<file path="src/rtl/out_alu_control_unit_pkg.sv">
// Shared definitions for the ALU return-path control unit: field widths, op tags and
// the FIFO_OUT word layout.
package out_alu_control_unit_pkg;

  localparam int unsigned DATA_SIZE      = 16;
  localparam int unsigned ID_SIZE        = 8;
  localparam int unsigned OPERATION_SIZE = 2;
  localparam int unsigned FIFO_OUT_WIDTH = DATA_SIZE + ID_SIZE + OPERATION_SIZE;

  localparam int unsigned OP_OFFSET   = 0;
  localparam int unsigned ID_OFFSET   = OPERATION_SIZE;
  localparam int unsigned DATA_OFFSET = OPERATION_SIZE + ID_SIZE;

  // Same encodings as the input-side control unit.
  localparam logic [OPERATION_SIZE-1:0] OP_ADD = 2'b01;
  localparam logic [OPERATION_SIZE-1:0] OP_MUL = 2'b10;

  typedef enum logic {
    SrcAdd = 1'b0,
    SrcMul = 1'b1
  } src_e;

  function automatic logic [FIFO_OUT_WIDTH-1:0] pack_word(
    input logic [DATA_SIZE-1:0]      result,
    input logic [ID_SIZE-1:0]        id,
    input logic [OPERATION_SIZE-1:0] op
  );
    logic [FIFO_OUT_WIDTH-1:0] word;
    word = '0;
    word[OP_OFFSET +: OPERATION_SIZE] = op;
    word[ID_OFFSET +: ID_SIZE]        = id;
    word[DATA_OFFSET +: DATA_SIZE]    = result;
    return word;
  endfunction

endpackage

</file>
<file path="src/rtl/out_alu_control_unit_result_hold_reg.sv">
// One-entry result buffer with valid/ready capture and an external clear, used once per
// ALU unit on the return path.
module result_hold_reg #(
  parameter int unsigned DataWidth = 16,
  parameter int unsigned IdWidth   = 8
) (
  input  logic                 clk_i,
  input  logic                 rst_i,
  input  logic                 valid_i,
  input  logic [DataWidth-1:0] result_i,
  input  logic [IdWidth-1:0]   id_i,
  output logic                 ready_o,
  input  logic                 clear_i,
  output logic                 hold_valid_o,
  output logic [DataWidth-1:0] result_o,
  output logic [IdWidth-1:0]   id_o
);

  logic                 valid_q, valid_d;
  logic [DataWidth-1:0] result_q;
  logic [IdWidth-1:0]   id_q;
  logic                 load;

  // Only an empty buffer accepts, so load and clear never coincide.
  assign ready_o = ~valid_q & ~rst_i;
  assign load    = valid_i & ready_o;

  always_comb begin
    valid_d = valid_q;
    if (load) begin
      valid_d = 1'b1;
    end else if (clear_i) begin
      valid_d = 1'b0;
    end
  end

  always_ff @(posedge clk_i) begin
    if (rst_i) begin
      valid_q  <= 1'b0;
      result_q <= '0;
      id_q     <= '0;
    end else begin
      valid_q <= valid_d;
      if (load) begin
        result_q <= result_i;
        id_q     <= id_i;
      end
    end
  end

  assign hold_valid_o = valid_q;
  assign result_o     = result_q;
  assign id_o         = id_q;

endmodule

</file>
<file path="src/rtl/out_alu_control_unit.sv">
// Return-path control unit: buffers one adder and one multiplier result, arbitrates
// round-robin and writes tagged words into FIFO_OUT without ever overflowing it.
module out_alu_control_unit
  import out_alu_control_unit_pkg::*;
#(
  parameter int unsigned CNT_SIZE = 16
) (
  input  logic                      clk,
  input  logic                      rst,
  input  logic                      a_valid_result,
  input  logic [DATA_SIZE-1:0]      a_result,
  input  logic [ID_SIZE-1:0]        id_add_res,
  output logic                      a_ready_result,
  input  logic                      m_valid_result,
  input  logic [DATA_SIZE-1:0]      m_result,
  input  logic [ID_SIZE-1:0]        id_mul_res,
  output logic                      m_ready_result,
  input  logic                      full_out,
  output logic                      w_en_out,
  output logic [FIFO_OUT_WIDTH-1:0] fifo_out_data,
  output logic [CNT_SIZE-1:0]       res_cnt
);

  logic                 a_hold_valid, m_hold_valid;
  logic [DATA_SIZE-1:0] a_hold_result, m_hold_result;
  logic [ID_SIZE-1:0]   a_hold_id, m_hold_id;

  logic grant_ok, grant_add, grant_mul;

  src_e                      last_grant_q, last_grant_d;
  logic                      w_en_q, w_en_d;
  logic [FIFO_OUT_WIDTH-1:0] data_q, data_d;
  logic [CNT_SIZE-1:0]       cnt_q, cnt_d;

  result_hold_reg #(
    .DataWidth (DATA_SIZE),
    .IdWidth   (ID_SIZE)
  ) u_add_hold (
    .clk_i        (clk),
    .rst_i        (rst),
    .valid_i      (a_valid_result),
    .result_i     (a_result),
    .id_i         (id_add_res),
    .ready_o      (a_ready_result),
    .clear_i      (grant_add),
    .hold_valid_o (a_hold_valid),
    .result_o     (a_hold_result),
    .id_o         (a_hold_id)
  );

  result_hold_reg #(
    .DataWidth (DATA_SIZE),
    .IdWidth   (ID_SIZE)
  ) u_mul_hold (
    .clk_i        (clk),
    .rst_i        (rst),
    .valid_i      (m_valid_result),
    .result_i     (m_result),
    .id_i         (id_mul_res),
    .ready_o      (m_ready_result),
    .clear_i      (grant_mul),
    .hold_valid_o (m_hold_valid),
    .result_o     (m_hold_result),
    .id_o         (m_hold_id)
  );

  // The idle cycle after each write lets full_out catch up before the next decision.
  assign grant_ok = ~full_out & ~w_en_q;

  always_comb begin
    grant_add = 1'b0;
    grant_mul = 1'b0;
    if (grant_ok) begin
      if (a_hold_valid && (!m_hold_valid || last_grant_q == SrcMul)) begin
        grant_add = 1'b1;
      end else if (m_hold_valid) begin
        grant_mul = 1'b1;
      end
    end
  end

  always_comb begin
    last_grant_d = last_grant_q;
    w_en_d       = grant_add | grant_mul;
    data_d       = data_q;
    cnt_d        = cnt_q;
    if (grant_add) begin
      last_grant_d = SrcAdd;
      data_d       = pack_word(a_hold_result, a_hold_id, OP_ADD);
    end else if (grant_mul) begin
      last_grant_d = SrcMul;
      data_d       = pack_word(m_hold_result, m_hold_id, OP_MUL);
    end
    if (w_en_d && cnt_q != {CNT_SIZE{1'b1}}) begin
      cnt_d = cnt_q + CNT_SIZE'(1);
    end
  end

  always_ff @(posedge clk) begin
    if (rst) begin
      last_grant_q <= SrcMul;
      w_en_q       <= 1'b0;
      data_q       <= '0;
      cnt_q        <= '0;
    end else begin
      last_grant_q <= last_grant_d;
      w_en_q       <= w_en_d;
      data_q       <= data_d;
      cnt_q        <= cnt_d;
    end
  end

  assign w_en_out      = w_en_q;
  assign fifo_out_data = data_q;
  assign res_cnt       = cnt_q;

endmodule

</file>
<file path="config.mk">
export PLATFORM = sky130hd
export DESIGN_NAME = out_alu_control_unit
export DESIGN_NICKNAME = d
export VERILOG_FILES = /design/src/rtl/out_alu_control_unit_pkg.sv /design/src/rtl/out_alu_control_unit_result_hold_reg.sv /design/src/rtl/out_alu_control_unit.sv
export SDC_FILE = /design/constraint.sdc
export NUM_CORES = 1
export LEC_CHECK = 0
export ABC_AREA = 1
export CAP_MARGIN = 10
export CORE_UTILIZATION = 53
export CTS_CLUSTER_SIZE = 20
export DETAILED_ROUTE_END_ITERATION = 6
export GPL_ROUTABILITY_DRIVEN = 0
export GPL_TIMING_DRIVEN = 0
export PLACE_DENSITY = 0.9
export SYNTH_ARGS = -nofsm -noshare
export SYNTH_HDL_FRONTEND = slang
export SYNTH_SLANG_ARGS = --single-unit
</file>
<file path="constraint.sdc">
create_clock -name clk -period 4.5 [get_ports clk]
set_input_delay 0.9 -clock clk [delete_from_list [all_inputs] [get_ports clk]]
set_output_delay 0.9 -clock clk [all_outputs]
set_load 0.1 [all_outputs]
</file>
# --- Word-level counts from Yosys, hierarchy flattened ---
# Index checks and enable logic that the tools add are counted.
classes:
  addsub: 1
  n_mul: 0
  div_mod_pow: 0
  order_cmp: 0
  eq_ne: 1
  shift: 0
  n_mux: 13
  bitwise: 11
  reduce_logical: 8
op_table:
  columns: ["op", "count"]
  rows:
  - ["26-bit 2-to-1 mux", 2]
  - ["16-bit by 1-bit adder with 16-bit output (second input constant)", 1]
  - ["16-bit != test (second input constant)", 1]
  - ["1-bit 2-to-1 mux", 11]
  - ["2-bit nonzero test", 3]
  - ["1-bit AND", 5]
  - ["1-bit inverter", 5]
  - ["1-bit logical AND", 2]
  - ["2-bit OR reduction", 1]
  - ["1-bit logical NOT", 1]
  - ["1-bit logical OR", 1]
  - ["1-bit bitwise OR", 1]
totals:
  ff_bits: 94
  latchBits: 0
  ram_bits: 0
  romBits: 0
  in_bits: 53
  wordCells: 45
  n_memories: 0

# --- Longest topological paths before layout ---
logic_depth:
  ltp_word: 7
  mapped_depth: 10
  ltp_nobuf: 10

# --- By module ---
# From an unflattened synthesis, not the netlist that was laid out.
unflattened:
  cells_unflattened: 625
  area_unflattened_um2: 4314.1
by_module_without_submodules:
  columns: ["mod", "instances", "cells_per_inst", "area_each_um2"]
  rows:
  - ["result_hold_reg", 2, 160, 1098.6]
  - ["out_alu_control_unit", 1, 305, 2117.0]

# --- Worst setup path after synthesis ---
# No wires, ideal clock.
synth_path:
  kind: "in2out"
  start: "input rst"
  end: "output a_ready_result"
  arrival_ps: 2180
  required_ps: 3600
  setup_slack_ps: 1420
  path_stages: 1
  path_buffers: 0
  path_cell_list: "nor2_1"
synth_via:
  elab_chain_cells: 2
synth_lines:
  columns: ["item", "line", "source"]
  rows:
  - ["from (decl)", "out_alu_control_unit.sv:9", "input logic rst,"]
  - ["1-bit inverter", "out_alu_control_unit_result_hold_reg.sv:25", "assign ready_o = ~valid_q & ~rst_i;"]
  - ["1-bit AND", "out_alu_control_unit_result_hold_reg.sv:25", null]
  - ["to (decl)", "out_alu_control_unit.sv:13", "output logic a_ready_result,"]
# No other way between the ends.

# --- Worst setup path after layout ---
layout_path:
  start: "input rst"
  end: "output m_ready_result"
layout_via:
  elab_chain_cells: 2
layout_lines:
  columns: ["item", "line", "source"]
  rows:
  - ["1-bit inverter", "out_alu_control_unit_result_hold_reg.sv:25", null]
  - ["1-bit AND", "out_alu_control_unit_result_hold_reg.sv:25", null]
  - ["to (decl)", "out_alu_control_unit.sv:17", "output logic m_ready_result,"]
# No other way between the ends.

==> metrics.cfg <==
[run_status]
status = completed

[logic_synthesis]
synthArstFlopShare_pct = 0
yosysSeqAreaShare_pct = 48.44
synth_nets = 557
synth_cell_type_count = 34
synth-edff-count = 0
yosys-top-cells-area = dfxtp_1 48%, nand2_1 13%, a21oi_1 5.3%
ys.flop_type = dfxtp_1
synth_top_cell_by_area = dfxtp_1
yosys_warnings = 0
netlist_area_mm2 = 0.003885
syn_area_per_cell_um2 = 7.724
synth_cells = 503
synth-seq-cells = 94
synth_top_area_share_pct = 48.44

[finish]
final_common_cell = nand2_1
layout.nets = 665
n_antenna_cell = 0
drive_gt1_share_pct = 9.416
syn2layout_area_growth_pct = 33.24
finalNonFillerCells = 712
final_cell_mix = 138 x nand2_1, 97 x clkdlybuf4s50_1, 94 x dfxtp_1
multi_input_area_mm2 = 0.001689
fillers = 496
register_area_mm2 = 0.001882

[sta]
period_needed_ns = 3.671
slew_headroom_pct = 31.69
fmax_ghz = 0.2724
finalSetupViolCount = 0
hold_violations = 0
setup_tns_ns = 0
slew_violations = 0
fin_worst_skew_ns = 0.01467
rsz0062_at_grt = false
period_share_pct = 81.57
tightest_slew_ns = 1.021

[clock_network]
cts.clk_slew.worst_paths_ns = 0.09
postCtsResizedCells = 0
cts_sinks = 94
cts_tree = built
postCtsSetupBuffers = 0
cts_hold_buffers = 0
htree_levels = 3
max-clock-path-buffers = 2
root_buffer = clkbuf_8
cts_buffers = 9
clock_latency_ns = 0.36

[power_and_ir_drop]
seqPwrFrac_pct = 49.3
p_comb_share_pct = 19.7
irDropWorstVdd_mv = 0.2238
clkPwrFrac_pct = 31.0
switchingPower_w = 0.0005657
power_density_mw_per_mm2 = 355.8
switching_share_pct = 30.71
power_w = 0.001842
p_int_w = 0.001276
leakage_nw = 2.012

[grt]
antenna_found_initial = 0
grt_max_degree = 16
grt_pass1_wl_um = 16770
grt_pass1_vias = 3750
grt.total_usage_pct = 28.64
grt_overflow = 0

[detailed_routing]
routed_via_density = 5.413
vias = 3854
drt-total-wl_um = 10560
drtPass1Iterations = 5
drc = 0
drtAntennaViolNets = 0
wl_per_cell_um = 14.83
drt-initial-drc-count = 175

[place]
io_buffers = 97
dpl.cell_count = 696
hpwl_um = 7470

[worst_hold_path]
min-delay-path-class = reg -> reg
hold_path_depth = 2

[floorplanning]
top_level_ports = 98
fp.dieArea_mm2 = 0.007676
start_util_pct = 55.95
die_h_um = 87.62
core-area_mm2 = 0.006944
die_w_um = 87.62
core.rowCount = 30

[setup_path]
crit_slowest_cell = clkdlybuf4s50_1
critPathMaxStageDelay_ns = 1.17
critPathKind = in -> out
rr_worst_depth = 10
worst-path-max-fanout = 5
cp-end-kind = output pin
crit_chain = clkdlybuf4s50_1 > nor2_1 > clkdlybuf4s50_1
cpMostUsedCell = clkdlybuf4s50_1
start_kind = input port
worstPathRequired_ns = 3.60
arrival_ns = 2.77

[job]
maxCapViolations = 0

power by group through the flow:
stage	Combinational [W]	Sequential (W)	Clock, W
floorplan	0.000147	0.00101	0
global placement	0.000349	0.000925	0
detailed placement	0.000357	0.000927	0
CTS	0.000361	0.000908	0.000568
global route	0.000385	0.000913	0.000603
finish	0.000362	0.000909	0.000571
stage by stage:
| stage | util [%] | cell area, um^2 | hold WS, ns | setup WS [ns] |
|---|---|---|---|---|
| finish | 74.54 | 5176 | 0.4657 | 0.8295 |
| global route | 74.54 | 5176 | 0.4779 | 0.7725 |
| CTS | 74.54 | 5176 | 0.4608 | 0.8269 |
| detailed placement | 71.66 | 4976 | 0.4448 | 0.8302 |
| global placement | 71.66 | 4976 | 0.4403 | 0.8362 |
| floorplan | - | 3885 | 0.4297 | 1.420 |
worst paths after layout:
| check | startpoint | slack [ns] | to |
|---|---|---|---|
| min | u_mul_hold.result_o[9] | 0.47 | u_mul_hold.result_o[9] |
| max | rst | 0.83 | m_ready_result |
| min reg2reg | u_mul_hold.result_o[9] | 0.47 | u_mul_hold.result_o[9] |
| max reg2reg | res_cnt[0] | 2.77 | res_cnt[14] |
critical path: cells and delay by family:
family	cells	cell delay (ns)
buf+inv	2	1.66
simple gates	1	0.21
synth_stat cells, drive strengths merged (3+ instances only):
| master | n |
|---|---|
| a21oi | 51 |
| a31oi | 12 |
| buf | 16 |
| clkbuf | 11 |
| dfxtp | 94 |
| inv | 41 |
| nand2 | 145 |
| nand3 | 37 |
| nand4 | 5 |
| nor2 | 39 |
| o21ai | 28 |
| o22ai | 12 |
| xnor2 | 4 |
| xor2 | 3 |
metal layers:
layer / part of all wire [%] / GRT usage, % / wire [um] / vias to the layer above
li1: - / - / - / 1849
met4: 3.3 / 16.69 / 346 / 0
met3: 8.0 / 5.561 / 845 / 36
met2: 49 / 48.37 / 5184 / 203
met5: 0 / 0 / 0 / -
met1: 40 / 34.06 / 4181 / 1766
state kept, by name, summed over array words and instances, names as in the netlist:
register / flops
u_mul_hold.id_o: 8
u_add_hold.result_o: 16
fifo_out_data: 26
res_cnt: 16
u_mul_hold.hold_valid_o: 1
u_mul_hold.result_o: 16
w_en_out: 1
u_add_hold.id_o: 8
last_grant_q: 1
u_add_hold.hold_valid_o: 1
cell type report:
| cell class | instances | area share (%) |
|---|---|---|
| clock inverter | 4 | 1.064 |
| tap | 96 | 2.321 |
| sequential | 94 | 36.35 |
| buffer | 27 | 2.925 |
| timing repair buffer | 97 | 18.76 |
| inverter | 42 | 3.142 |
| multi-input combinational | 340 | 32.63 |
| clock buffer | 12 | 2.804 |
cell families after synthesis:
logic type      after synthesis  synth area share [%]
compound gates              104                 15.20
xor+xnor                      7                 1.578
fa+ha+maj                     1                0.3220
buf+inv                      69                 8.083
flops                        94                 48.44
simple gates                228                 26.38
No activity file was read; power rests on OpenSTA's default activity.
